File: src/rtl/mult_pkg.sv
// Shared types and helpers for the sequential radix-4 Booth multiplier.
//
// Contents:
//   state_t        controller state encoding (IDLE / RUN / DONE)
//   booth_digit_t  radix-4 Booth digit, signed, range -2..+2
//   booth_decode   maps a multiplier bit triplet {b[2i+1], b[2i], b[2i-1]} to its digit
//   rw_f / n_f     row width and digit count for a given operand width
//
// Optional feature macro: MULT_BOOTH_UNSIGNED_EN (adds one digit so that
// unsigned operands are also supported; N then becomes WIDTH/2+1).
package mult_pkg;

    typedef enum logic [1:0] {
        ST_IDLE = 2'd0,
        ST_RUN  = 2'd1,
        ST_DONE = 2'd2
    } state_t;

    typedef logic signed [2:0] booth_digit_t;

    // Defaults for the 16-bit datapath.
    localparam int MULT_WIDTH = 16;
    localparam int RW         = 2 * MULT_WIDTH - 1;
`ifdef MULT_BOOTH_UNSIGNED_EN
    localparam int N          = MULT_WIDTH / 2 + 1;
`else
    localparam int N          = MULT_WIDTH / 2;
`endif

    // Width of each redundant output row (product bits [2W-1:1]).
    function automatic int rw_f(input int width);
        return 2 * width - 1;
    endfunction

    // Number of Booth digits retired per operation.
    function automatic int n_f(input int width);
`ifdef MULT_BOOTH_UNSIGNED_EN
        return width / 2 + 1;
`else
        return width / 2;
`endif
    endfunction

    // Standard radix-4 Booth recoding of one overlapping triplet.
    function automatic booth_digit_t booth_decode(input logic [2:0] trip);
        booth_digit_t d;
        case (trip)
            3'b000:  d = 3'sb000;
            3'b001:  d = 3'sb001;
            3'b010:  d = 3'sb001;
            3'b011:  d = 3'sb010;
            3'b100:  d = 3'sb110;
            3'b101:  d = 3'sb111;
            3'b110:  d = 3'sb111;
            3'b111:  d = 3'sb000;
            default: d = 3'sb000;
        endcase
        return d;
    endfunction

endpackage

File: src/rtl/booth_pp_gen.sv
// Combinational radix-4 Booth partial-product generator.
//
// Ports:
//   a_ext  in  2W   multiplicand already extended to 2W bits (sign or zero)
//   trip   in  3    multiplier triplet {b[2i+1], b[2i], b[2i-1]}
//   shift  in  SHW  left shift amount (2*i)
//   pp     out 2W   (digit * a_ext) << shift, modulo 2^(2W)
//
// Negative digits are formed with an exact two's complement negation, so the
// accumulator needs no separate correction bit.
module booth_pp_gen
    import mult_pkg::*;
#(
    parameter int WIDTH = 16,
    parameter int SHW   = 4
) (
    input  logic [2*WIDTH-1:0] a_ext,
    input  logic [2:0]         trip,
    input  logic [SHW-1:0]     shift,
    output logic [2*WIDTH-1:0] pp
);

    localparam int PW = 2 * WIDTH;

    booth_digit_t    digit_s;
    logic            neg_s;
    logic            two_s;
    logic [PW-1:0]   mag_s;
    logic [PW-1:0]   sgn_s;

    // Decode the digit into magnitude select, sign, and shifted partial product.
    always_comb begin
        digit_s = booth_decode(trip);
        neg_s   = digit_s[2];
        two_s   = (digit_s == 3'sb010) || (digit_s == 3'sb110);
        mag_s   = '0;
        if (digit_s == 3'sb000) begin
            mag_s = '0;
        end else if (two_s) begin
            mag_s = a_ext << 1;
        end else begin
            mag_s = a_ext;
        end
        if (neg_s) begin
            sgn_s = ~mag_s + {{(PW-1){1'b0}}, 1'b1};
        end else begin
            sgn_s = mag_s;
        end
        pp = sgn_s << shift;
    end

endmodule

File: src/rtl/mult16s_booth_csa_seq.sv
// Sequential radix-4 Booth multiplier front end: retires one Booth digit per
// clock into carry-save sum/carry registers and hands the two redundant rows
// to the downstream carry-propagate adder with a valid/ready handshake.
//
// Product reconstruction: P[0] = prod_lsb, P[2W-1:1] = (row_a + row_b) mod 2^(2W-1).
//
// Ports:
//   clk        in   1      rising-edge clock
//   rst_n      in   1      asynchronous active-low reset
//   in_valid   in   1      operand pair valid
//   in_ready   out  1      operands accepted this cycle (combinational from out_ready)
//   tc         in   1      1 = signed, 0 = unsigned (only with MULT_BOOTH_UNSIGNED_EN)
//   a          in   W      multiplicand
//   b          in   W      multiplier
//   out_valid  out  1      rows valid
//   out_ready  in   1      downstream accepts rows
//   row_a      out  2W-1   sum row (product bits [2W-1:1])
//   row_b      out  2W-1   carry row (product bits [2W-1:1])
//   prod_lsb   out  1      product bit 0
//
// Optional feature macro: MULT_BOOTH_UNSIGNED_EN. When defined, the tc port
// exists and every operation takes WIDTH/2+1 digits regardless of tc.
// WIDTH must be even and at least 4.
module mult16s_booth_csa_seq
    import mult_pkg::*;
#(
    parameter int WIDTH = 16
) (
    input  logic               clk,
    input  logic               rst_n,
    input  logic               in_valid,
    output logic               in_ready,
`ifdef MULT_BOOTH_UNSIGNED_EN
    input  logic               tc,
`endif
    input  logic [WIDTH-1:0]   a,
    input  logic [WIDTH-1:0]   b,
    output logic               out_valid,
    input  logic               out_ready,
    output logic [2*WIDTH-2:0] row_a,
    output logic [2*WIDTH-2:0] row_b,
    output logic               prod_lsb
);

    localparam int PW    = 2 * WIDTH;
    localparam int ROW_W = rw_f(WIDTH);
    localparam int N_DIG = n_f(WIDTH);
    localparam int CW    = $clog2(N_DIG);
    localparam int SHW   = CW + 1;

    state_t             state_r;
    state_t             state_nxt_s;
    logic [CW-1:0]      cnt_r;
    logic [WIDTH-1:0]   a_r;
    logic [WIDTH-1:0]   b_r;
    logic               tc_s;
    logic [PW-1:0]      s_r;
    logic [PW-1:0]      c_r;
    logic               out_valid_r;

    logic               in_ready_s;
    logic               accept_s;
    logic               run_s;
    logic               last_s;
    logic [PW-1:0]      a_ext_s;
    logic [WIDTH+2:0]   b_ext_s;
    logic [2:0]         trip_s;
    logic [SHW-1:0]     shift_s;
    logic [PW-1:0]      pp_s;
    logic [PW-1:0]      s_nxt_s;
    logic [PW-1:0]      c_nxt_s;

`ifdef MULT_BOOTH_UNSIGNED_EN
    logic               tc_r;

    // Operand mode captured alongside the operands.
    always_ff @(posedge clk or negedge rst_n) begin
        if (!rst_n) begin
            tc_r <= 1'b1;
        end else if (accept_s) begin
            tc_r <= tc;
        end else begin
            tc_r <= tc_r;
        end
    end

    assign tc_s = tc_r;
`else
    assign tc_s = 1'b1;
`endif

    assign last_s = (cnt_r == CW'(N_DIG - 1));

    // State register.
    always_ff @(posedge clk or negedge rst_n) begin
        if (!rst_n) begin
            state_r <= ST_IDLE;
        end else begin
            state_r <= state_nxt_s;
        end
    end

    // Next-state logic; DONE with out_ready and in_valid chains straight into RUN.
    always_comb begin
        state_nxt_s = state_r;
        case (state_r)
            ST_IDLE: begin
                if (in_valid) begin
                    state_nxt_s = ST_RUN;
                end else begin
                    state_nxt_s = ST_IDLE;
                end
            end
            ST_RUN: begin
                if (last_s) begin
                    state_nxt_s = ST_DONE;
                end else begin
                    state_nxt_s = ST_RUN;
                end
            end
            ST_DONE: begin
                if (out_ready && in_valid) begin
                    state_nxt_s = ST_RUN;
                end else if (out_ready) begin
                    state_nxt_s = ST_IDLE;
                end else begin
                    state_nxt_s = ST_DONE;
                end
            end
            default: state_nxt_s = ST_IDLE;
        endcase
    end

    // Handshake and datapath enables decoded from the current state.
    always_comb begin
        in_ready_s = 1'b0;
        run_s      = 1'b0;
        case (state_r)
            ST_IDLE: in_ready_s = 1'b1;
            ST_RUN:  run_s      = 1'b1;
            ST_DONE: in_ready_s = out_ready;
            default: in_ready_s = 1'b0;
        endcase
        accept_s = in_ready_s && in_valid;
    end

    assign in_ready = in_ready_s;

    // Multiplicand extension and multiplier triplet for the current digit.
    // b is padded with b[-1]=0 below and two extension bits above; with tc=0
    // the extra unsigned digit therefore decodes {0, 0, b[W-1]}.
    assign a_ext_s = {{WIDTH{tc_s & a_r[WIDTH-1]}}, a_r};
    assign b_ext_s = {{2{tc_s & b_r[WIDTH-1]}}, b_r, 1'b0};
    assign shift_s = {cnt_r, 1'b0};
    assign trip_s  = 3'(b_ext_s >> shift_s);

    booth_pp_gen #(
        .WIDTH (WIDTH),
        .SHW   (SHW)
    ) u_pp_gen (
        .a_ext (a_ext_s),
        .trip  (trip_s),
        .shift (shift_s),
        .pp    (pp_s)
    );

    // 3:2 carry-save compression of the running rows with the new partial product.
    always_comb begin
        s_nxt_s = s_r ^ c_r ^ pp_s;
        c_nxt_s = ((s_r & c_r) | (s_r & pp_s) | (c_r & pp_s)) << 1;
    end

    // Operand capture, digit counter and carry-save accumulator registers.
    always_ff @(posedge clk or negedge rst_n) begin
        if (!rst_n) begin
            a_r   <= '0;
            b_r   <= '0;
            cnt_r <= '0;
            s_r   <= '0;
            c_r   <= '0;
        end else if (accept_s) begin
            a_r   <= a;
            b_r   <= b;
            cnt_r <= '0;
            s_r   <= '0;
            c_r   <= '0;
        end else if (run_s) begin
            s_r <= s_nxt_s;
            c_r <= c_nxt_s;
            if (!last_s) begin
                cnt_r <= cnt_r + {{(CW-1){1'b0}}, 1'b1};
            end else begin
                cnt_r <= cnt_r;
            end
        end else begin
            a_r   <= a_r;
            b_r   <= b_r;
            cnt_r <= cnt_r;
            s_r   <= s_r;
            c_r   <= c_r;
        end
    end

    // Registered result-valid flag, tracking entry into DONE.
    always_ff @(posedge clk or negedge rst_n) begin
        if (!rst_n) begin
            out_valid_r <= 1'b0;
        end else begin
            out_valid_r <= (state_nxt_s == ST_DONE);
        end
    end

    assign out_valid = out_valid_r;
    assign row_a     = s_r[PW-1:1];
    assign row_b     = c_r[PW-1:1];
    assign prod_lsb  = s_r[0];

    // ROW_W documents the row width derived from the package helper.
    if (ROW_W != PW - 1) begin : g_bad_width
        $error("row width mismatch");
    end

endmodule

File: config.mk
export PLATFORM = sky130hd
export DESIGN_NAME = mult16s_booth_csa_seq
export DESIGN_NICKNAME = d
export VERILOG_FILES = /design/src/rtl/mult_pkg.sv /design/src/rtl/booth_pp_gen.sv /design/src/rtl/mult16s_booth_csa_seq.sv
export SDC_FILE = /design/constraint.sdc
export NUM_CORES = 1
export LEC_CHECK = 0
export BUFFER_PORTS_ARGS = -buffer_cell sky130_fd_sc_hd__buf_2
export CAP_MARGIN = 20
export CORE_AREA = 2 2 119 121
export DETAILED_ROUTE_END_ITERATION = 8
export DIE_AREA = 0 0 121 123
export GPL_TIMING_DRIVEN = 1
export PLACE_DENSITY = 0.75
export SLEW_MARGIN = 10
export SYNTH_ARGS = -nofsm -noshare
export SYNTH_HDL_FRONTEND = slang
export SYNTH_SLANG_ARGS = --single-unit
File: constraint.sdc
create_clock -name clk -period 5.96 [get_ports clk]
set_clock_uncertainty 0.2 [all_clocks]
set_input_delay 1.192 -clock clk [delete_from_list [all_inputs] [get_ports clk]]
set_output_delay 1.192 -clock clk [all_outputs]
set_load 0.03 [all_outputs]
==> results of run 1 <==
-- cells in the final DEF, fill, tap and decap left out, drive strengths merged, types with 4 or more instances in the layout --
cell type	n
and3	8
dfrtp	101
or2	4
a31oi	9
mux4	6
o22ai	5
buf	120
fa	30
a2111oi	4
or4	4
a21o	4
nor4	6
nand4	9
o21ai	92
a221oi	5
a211oi	8
o31ai	8
o211ai	13
mux2i	15
mux2	10
a22oi	5
nand2b	6
inv	74
o221ai	5
nor3	20
nand2	133
ha	6
nand3	73
clkbuf	10
nor2	27
nor2b	6
a21oi	18
a32oi	4
-- path summary, 6_finish.rpt --
| kind | cells past startpoint | to |
|---|---|---|
| max in group asynchronous | 2 | s_r[10]$_DFFE_PN0P_ |
| max | 15 | s_r[13]$_DFFE_PN0P_ |
| min | 2 | b_r[10]$_DFFE_PN0P_ |
| max reg2reg | 15 | s_r[13]$_DFFE_PN0P_ |
| min in group asynchronous | 1 | a_r[7]$_DFFE_PN0P_ |
| min reg2reg | 2 | b_r[10]$_DFFE_PN0P_ |
-- kinds of logic after synthesis --
family	Yosys count
simple gates	305
compound gates	218
buf+inv	134
flops	101
fa+ha+maj	36
mux	31
xor+xnor	5
-- flip-flops by register name, summed over array words and instances, names as in the netlist --
signal / count
cnt_r: 3
state_r: 2
a_r: 16
c_r: 31
out_valid: 1
s_r: 32
b_r: 16
-- metal layers --
layer	vias to the layer above	GRT usage (%)	wire length, um
li1	3092	-	-
met1	3164	38.5	8460
met2	293	40.6	8760
met3	54	3.83	1210
met4	0	11.9	624
met5	-	0	0
-- critical path, cell delays in order (launching register included) --
cell and delay (ps):
dfrtp_1 610, mux2_2 400, a221oi_1 350, a21oi_1 110
ha_1 340, buf_4 220, buf_4 230, a211oi_1 510
nand3_1 250, a2111oi_0 350, nor2_1 90, xnor2_1 670
mux4_2 390, mux2i_1 110, fa_1 490, o21ai_0 70
-- final cells by class --
type	instances	area (um2)	share of cell area, %
clock buffer	10	239	2.97
clock inverter	6	77.6	0.965
inverter	72	270	3.36
multi-input combinational	595	4020	50.0
sequential	101	2530	31.4
tap	180	225	2.80
timing repair buffer	120	686	8.53
-- repair_timing --
action | 4_1_cts | 5_1_grt
hold endpoints to repair | 0 | 0
endpoints found under the setup margin | 0 | 10
gates resized for setup | 0 | 1
-- per-stage QoR --
stage          hold slack, ps  instance area, um2  utilization, %
6_report                  273                8040            59.1
5_1_grt                   302                8040            59.1
4_1_cts                   277                8010            58.8
3_5_place_dp              260                7690            56.5
3_3_place_gp              258                7670            56.4
2_1_floorplan             240                7050               -
==> qor.yml, run 1 <==
status: "finished, final reports clean"
numCtsBuffers: 9
setup_ws_ps: 426
root_buffer: "clkbuf_16"
synth_top_area_share_pct: 35.9
grt_max_degree: 124
rsz0062_at_grt: "false"
pre_cts_ws_ps: 317
synth_most_common_cell: "nand2_1"
syn_inst: 830
vias: 6603
yosysUniqueCellTypes: 70
reg2reg_from: "cnt_r[2]$_DFFE_PN0P_"
wirelength_mm: 19.1
tns_ps: 0
ys_async_sr_fraction_pct: 100
synth_edf_count: 0
yosysSeqAreaShare_pct: 35.9
ant_nets: 0
final_cells: 1084
setup_violations: 0
synth_compound_area_share_pct: 20.8
required_ps: 6000
antenna_found_initial: 0
worst_pin_slew_ps: 808
wl_per_cell_um: 17.6
synth_common_cells: "nand2_1 (133), dfrtp_1 (101), o21ai_0 (91)"
cts_hold_buffers: 0
synth_top_family_by_area: "compound AO/OA/AOI/OAI gates"
yosys_register_bits: 101
core-area_um2: 13600
synth_area_leaders: "dfrtp_1 (36%), fa_1 (8.5%), nand2_1 (7.1%), o21ai_0 (6.5%), nand3_1 (5.2%)"
synth_warnings: 0
port-buffer-count: 100
cap_viol_max_count: 0
syn_to_final_growth_pct: 14.1
synth_fa_ha_area_share_pct: 9.58
post-route-drc-count: 0
die_x_um: 121
synth_xor_xnor_area_share_pct: 0.621
io_pins: 101
timing.slew.headroom_pct: 45.7
first_global_vias: 6135
ys.flop_type: "dfrtp_1"
period_minus_slack_ps: 5530
worstSetupPathType: "reg2reg"
drtPass1Iterations: 6
place_congestion: 0.950
path_clk_slew_ps: 70
viasPerCell: 6.09
grt_usage_pct: 26.8
end_kind: "flop"
die_h_um: 123
startpoint: "cnt_r[2]$_DFFE_PN0P_"
cp_max_fo: 23
synth_top_cell_by_area: "dfrtp_1"
avgSynthCellArea_um2: 8.49
r2r_slack_ps: 430
cts_max_level: 3
fillers: 1187
hold_viol_final: 0
num_rows: 43
hp-start: "b_r[10]$_DFFE_PN0P_"
drt-initial-drc-count: 607
start_kind: "flop"
hold_path_class: "reg2reg"
fin_nets: 971
post-cts-setup-buffers: 0
clock_latency_ps: 360
drive_above_1_share_pct: 18.5
antenna_cells: 0
period_share_pct: 92.9
slew_viol_final: 0
clk_path_buf_depth: 2
die_area_um2: 14900
cp.arrival_ps: 5570
dp_cells: 1067
max_freq_ghz: 0.181
post-dp-hpwl_mm: 13.6
grt_pass1_wl_mm: 31.5
tritoncts: "yes"
cts_sinks: 101
synth_nets: 902
start_util_pct: 51.8
synthMuxAreaShare_pct: 5.75
synth_simple_gate_area_share_pct: 20.0
grt_remaining_overflow: 0
syn-cell-area_um2: 7050
Power of run 1 is left out: the tool's default activity adds up to more than one toggle a clock period on the data nets, which glitch-free logic cannot reach.
==> inputs of run 2 (changes only) <==
- MAX_ROUTING_LAYER: unset -> met4
==> qor.yml, run 2 (synthesis results as in run 1) <==
status: "finished, final reports clean"
num_rows: 43  # unchanged
path_clk_slew_ps: 80  # about the same
hold_end: "b_r[0]$_DFFE_PN0P_"
die_h_um: 123  # unchanged
antenna_found_initial: 0  # unchanged
grt_max_degree: 124  # unchanged
numCtsBuffers: 9  # unchanged
die_x_um: 121  # unchanged
final_common_cell: "nand2_1"
tritoncts: "yes"
drive_above_1_share_pct: 18.1  # -0.38 points
io_pins: 101  # unchanged
cpLargestDelayFamily: "compound AO/OA/AOI/OAI gates"
cts_sinks: 101  # unchanged
port-buffer-count: 100  # unchanged
startpoint: "cnt_r[2]$_DFFE_PN0P_"
r2r_cells: 16  # +1
timing.slew.headroom_pct: 47.3  # +1.6 points
hp-start: "b_r[0]$_DFFE_PN0P_"
post-dp-hpwl_mm: 13.5  # -0.92%
fin_nets: 968  # -0.31%
cp.arrival_ps: 5610  # +40 ps
root_buffer: "clkbuf_16"
core-area_um2: 13600  # unchanged
cts_max_level: 3  # unchanged
setup_violations: 0  # unchanged
cts_resized: 0  # unchanged
period_share_pct: 93.4  # +0.52 points
clk_path_buf_depth: 2  # unchanged
critPathSlowestCell: "xnor2_1"
cts_hold_buffers: 0  # unchanged
crit_path_cell_trace: "clkinv_1 > nor2_1 > a221oi_1 > a21oi_1 > ha_1 > buf_4 > buf_4 > a211oi_1 > nand3_1 > a2111oi_0 > nor2_1 > xnor2_1 > mux4_2 > mux2i_1 > fa_1 > o21ai_0"
fillers: 1270  # +7.0%
clock_latency_ps: 360  # about the same
slew_viol_final: 0  # unchanged
cp_slowest_stage_delay_ps: 650  # -20 ps
die_area_um2: 14900  # unchanged
tns_ps: 0  # unchanged
vias: 6495  # -1.6%
ant_nets: 0  # unchanged
cp_max_fo: 21  # -8.7%
place_congestion: 0.965  # +1.6%
required_ps: 6000  # about the same
path_buf_inv: 3  # +1
worst_pin_slew_ps: 784  # -23.7 ps
antenna_cells: 0  # unchanged
grt_usage_pct: 27.0  # +0.21 points
start_kind: "flop"
drt-initial-drc-count: 603  # -0.66%
start_util_pct: 51.8  # unchanged
hold_viol_final: 0  # unchanged
period_minus_slack_ps: 5570  # +31.2 ps
final_cell_mix: "nand2_1 (132), dfrtp_1 (101), buf_2 (99)"
viasPerCell: 6.01  # -1.4%
wirelength_mm: 19.0  # -0.13%
end_kind: "flop"
max_freq_ghz: 0.180  # -0.56%
grt_pass1_wl_mm: 30.9  # -2.1%
rsz0062_at_grt: "false"
r2r_slack_ps: 390  # -30 ps
first_global_vias: 6003  # -2.2%
largestRegisters: "s_r x32, c_r x31"
r2r_end: "s_r[13]$_DFFE_PN0P_"
grt_remaining_overflow: 0  # unchanged
wl_per_cell_um: 17.6  # +0.15%
worstSetupPathType: "reg2reg"
reg2reg_from: "cnt_r[2]$_DFFE_PN0P_"
largest_register: "s_r"
post-cts-setup-buffers: 0  # unchanged
drtPass1Iterations: 8  # +2
hold_depth: 2  # unchanged
hold_path_class: "reg2reg"
cap_viol_max_count: 0  # unchanged
syn_to_final_growth_pct: 13.2
largest_register_ff_count: 32  # unchanged
post-route-drc-count: 0  # unchanged
## run 2: cell count changes in the layout (fill, tap and decap cells not counted), sizes merged
cell	previous run	this run
buf	120	117
clkinv	2	4
bufinv	1	0
inv	74	73
## run 2: per-stage QoR
step	area, um2	hold WS (ps)	util (%)	std cells	setup slack (ps)
floorplan	7050	240	-	830	66.9
global placement	7660	258	56.3	1064	522
detailed placement	7660	264	56.3	1064	360
CTS	7940	281	58.4	1080	377
global route	7980	308	58.6	1081	9.49
finish	7980	274	58.6	1081	395
## run 2: cell type report
cell class | instances | area, um2 | share of cell area (%)
Clock buffer | 10 | 229 | 2.87
Inverter | 72 | 270 | 3.39
Timing Repair Buffer | 117 | 651 | 8.16
Tap cell | 180 | 225 | 2.82
Sequential cell | 101 | 2530 | 31.7
Clock inverter | 6 | 56.3 | 0.706
Multi-Input combinational cell | 595 | 4020 | 50.4
## run 2: how the worst max path moves through the flow
stage | to | slack (ps) | depth (start not counted)
after detailed placement | s_r[8]$_DFFE_PN0P_ | 360 | 17
final | s_r[13]$_DFFE_PN0P_ | 390 | 16
after floorplan | s_r[6]$_DFFE_PN0P_ | 70 | 21
after global placement | s_r[8]$_DFFE_PN0P_ | 520 | 17
after global routing | s_r[13]$_DFFE_PN0P_ | 9 | 16
after CTS | s_r[16]$_DFFE_PN0P_ | 380 | 17
## run 2: worst register-to-register path, stage by stage, from the launching register on
cell       delay (ps)
dfrtp_1           610
clkinv_1          160
nor2_1            360
a221oi_1          150
a21oi_1           220
ha_1              290
buf_4             220
buf_4             230
a211oi_1          550
nand3_1           260
a2111oi_0         350
nor2_1             90
xnor2_1           650
mux4_2            400
mux2i_1            90
fa_1              510
o21ai_0            90
## run 2: routing by layer
layer	wire (um)	global-route usage, %	up-vias
li1	-	-	3075
met1	8490	37.0	3114
met2	8710	40.2	258
met3	1240	4.94	48
met4	584	10.6	0
met5	0	-	-
Power of run 2 is left out for the same reason.
==> inputs of run 3 (changes only) <==
- MAX_ROUTING_LAYER: met4 -> unset
- SETUP_SLACK_MARGIN: unset -> 0.4
- TNS_END_PERCENT: unset -> 30
==> qor.yml, run 3 (synthesis results as in run 1) <==
numCtsBuffers: 9  # unchanged
timing.slew.headroom_pct: 46.0  # -1.3 points
r2r_cells: 15  # -1
grt_remaining_overflow: 0  # unchanged
max_freq_ghz: 0.190  # +5.7%
worst_pin_slew_ps: 802  # +17.7 ps
crit_path_cell_trace: "mux4_2 > nand2_1 > nand2_1 > ha_1 > buf_4 > a211o_1 > nor4_1 > a41oi_1 > o21ai_0 > xor2_1 > buf_4 > mux2_2 > o21ai_0 > fa_1 > o21ai_0"
cpLargestDelayFamily: "compound AO/OA/AOI/OAI gates"
wl_per_cell_um: 17.6  # about the same
die_x_um: 121  # unchanged
num_rows: 43  # unchanged
slew_viol_final: 0  # unchanged
multi_input_area_um2: 4060  # +0.97%
port-buffer-count: 100  # unchanged
tritoncts: "yes"
hold_path_class: "reg2reg"
cts_hold_buffers: 0  # unchanged
largestRegisters: "s_r x32, c_r x31"
path_depth: 15  # -1
required_ps: 6040  # +40 ps
cp_max_fo: 17  # -19%
cpMostUsedCell: "o21ai_0"
fin_nets: 969  # +0.10%
cp_slowest_stage_delay_ps: 600  # -50 ps
cts_max_level: 3  # unchanged
root_buffer: "clkbuf_16"
viasPerCell: 6.04  # +0.46%
final_cell_mix: "nand2_1 (132), dfrtp_1 (100), buf_2 (99)"
status: "finished, final reports clean"
dpl_cell_area_um2: 7660  # about the same
r2r_end: "s_r[27]$_DFFE_PN0P_"
hold_viol_final: 0  # unchanged
setup_violations: 0  # unchanged
end_kind: "flop"
grt_pass1_wl_mm: 31.0  # +0.25%
drt-initial-drc-count: 683  # +13%
drtPass1Iterations: 5  # -3
period_share_pct: 88.3  # -5.1 points
first_global_vias: 5963  # -0.67%
tns_ps: 0  # unchanged
fillers: 1230  # -3.1%
startpoint: "cnt_r[0]$_DFFE_PN0P_"
place_congestion: 0.960  # -0.47%
rsz0062_at_grt: "false"
post-cts-setup-buffers: 0  # unchanged
die_h_um: 123  # unchanged
drive_above_1_share_pct: 19.0  # +0.87 points
period_minus_slack_ps: 5260  # -301 ps
antenna_cells: 0  # unchanged
largest_register: "s_r"
largest_register_ff_count: 32  # unchanged
die_area_um2: 14900  # unchanged
start_util_pct: 51.8  # unchanged
wirelength_mm: 19.1  # +0.15%
vias: 6531  # +0.55%
grt_usage_pct: 26.6  # -0.45 points
critPathSlowestCell: "nor4_1"
cp-endpoint: "s_r[27]$_DFFE_PN0P_"
reg2reg_from: "cnt_r[0]$_DFFE_PN0P_"
ant_nets: 0  # unchanged
r2r_slack_ps: 700  # +300 ps
clock_latency_ps: 360  # about the same
worstSetupPathType: "reg2reg"
design_area_um2: 8050  # +0.97%
grt_max_degree: 124  # unchanged
seqCellArea_um2: 2530  # about the same
core-area_um2: 13600  # unchanged
path_clk_slew_ps: 80  # about the same
fin_util_pct: 59.2  # +0.57 points
post-route-drc-count: 0  # unchanged
syn_to_final_growth_pct: 14.3
cts_sinks: 101  # unchanged
cp.arrival_ps: 5350  # -260 ps
path_buf_inv: 2  # -1
cap_viol_max_count: 0  # unchanged
start_kind: "flop"
clk_path_buf_depth: 2  # unchanged
antenna_found_initial: 0  # unchanged
final_common_cell: "nand2_1"
io_pins: 101  # unchanged
hp-start: "b_r[6]$_DFFE_PN0P_"
post-dp-hpwl_mm: 13.7  # +1.4%
[run 3: changes by cell type in the layout (fill, tap and decap cells not counted), sizes merged]
cell / before / now
clkinvlp: 1 / 2
clkinv: 4 / 1
inv: 73 / 74
bufinv: 0 / 1
buf: 117 / 118
[run 3: metal layers]
metal  wire length, um  up-vias  track usage, %  share of wire (%)
met3              1230       44            4.84                6.4
met5                 0        -               0                  0
met1              8310     3126            37.3                 44
met4               638        0            11.8                3.3
met2              8880      273            40.5                 47
li1                  -     3088               -                  -
[run 3: metrics by stage]
| step | hold slack (ps) | instances | setup WS [ps] |
|---|---|---|---|
| floorplan | 240 | 830 | 409 |
| global placement | 257 | 1065 | 430 |
| detailed placement | 262 | 1065 | 287 |
| CTS | 279 | 1081 | 466 |
| global route | 298 | 1082 | 401 |
| finish | 278 | 1082 | 696 |
[run 3: worst min-delay path, cell delays in order (launching register included)]
cell and delay, ps:
dfrtp_1 340, nand2_1 50, nand2_1 60
[run 3: repair_timing]
action,CTS,global route
pin swaps,0,0
hold endpoints to repair,0,0
gates resized for setup,1,7
setup endpoints to repair,8,35
[run 3: worst min-delay path by stage]
| stage | to | slack (ps) | cells after the start |
|---|---|---|---|
| global placement | b_r[6]$_DFFE_PN0P_ | 260 | 2 |
| global route | b_r[6]$_DFFE_PN0P_ | 300 | 2 |
| CTS | b_r[6]$_DFFE_PN0P_ | 280 | 2 |
| floorplan | b_r[12]$_DFFE_PN0P_ | 240 | 2 |
| finish | b_r[6]$_DFFE_PN0P_ | 280 | 2 |
| detailed placement | b_r[6]$_DFFE_PN0P_ | 260 | 2 |
[run 3: final cells by class]
cell class | instances | area share, %
tap | 180 | 2.80
multi-input combinational | 595 | 50.4
clock buffer | 10 | 2.97
clock inverter | 6 | 0.948
inverter | 72 | 3.36
timing repair buffer | 118 | 8.17
sequential | 101 | 31.4
Power of run 3 is left out for the same reason.
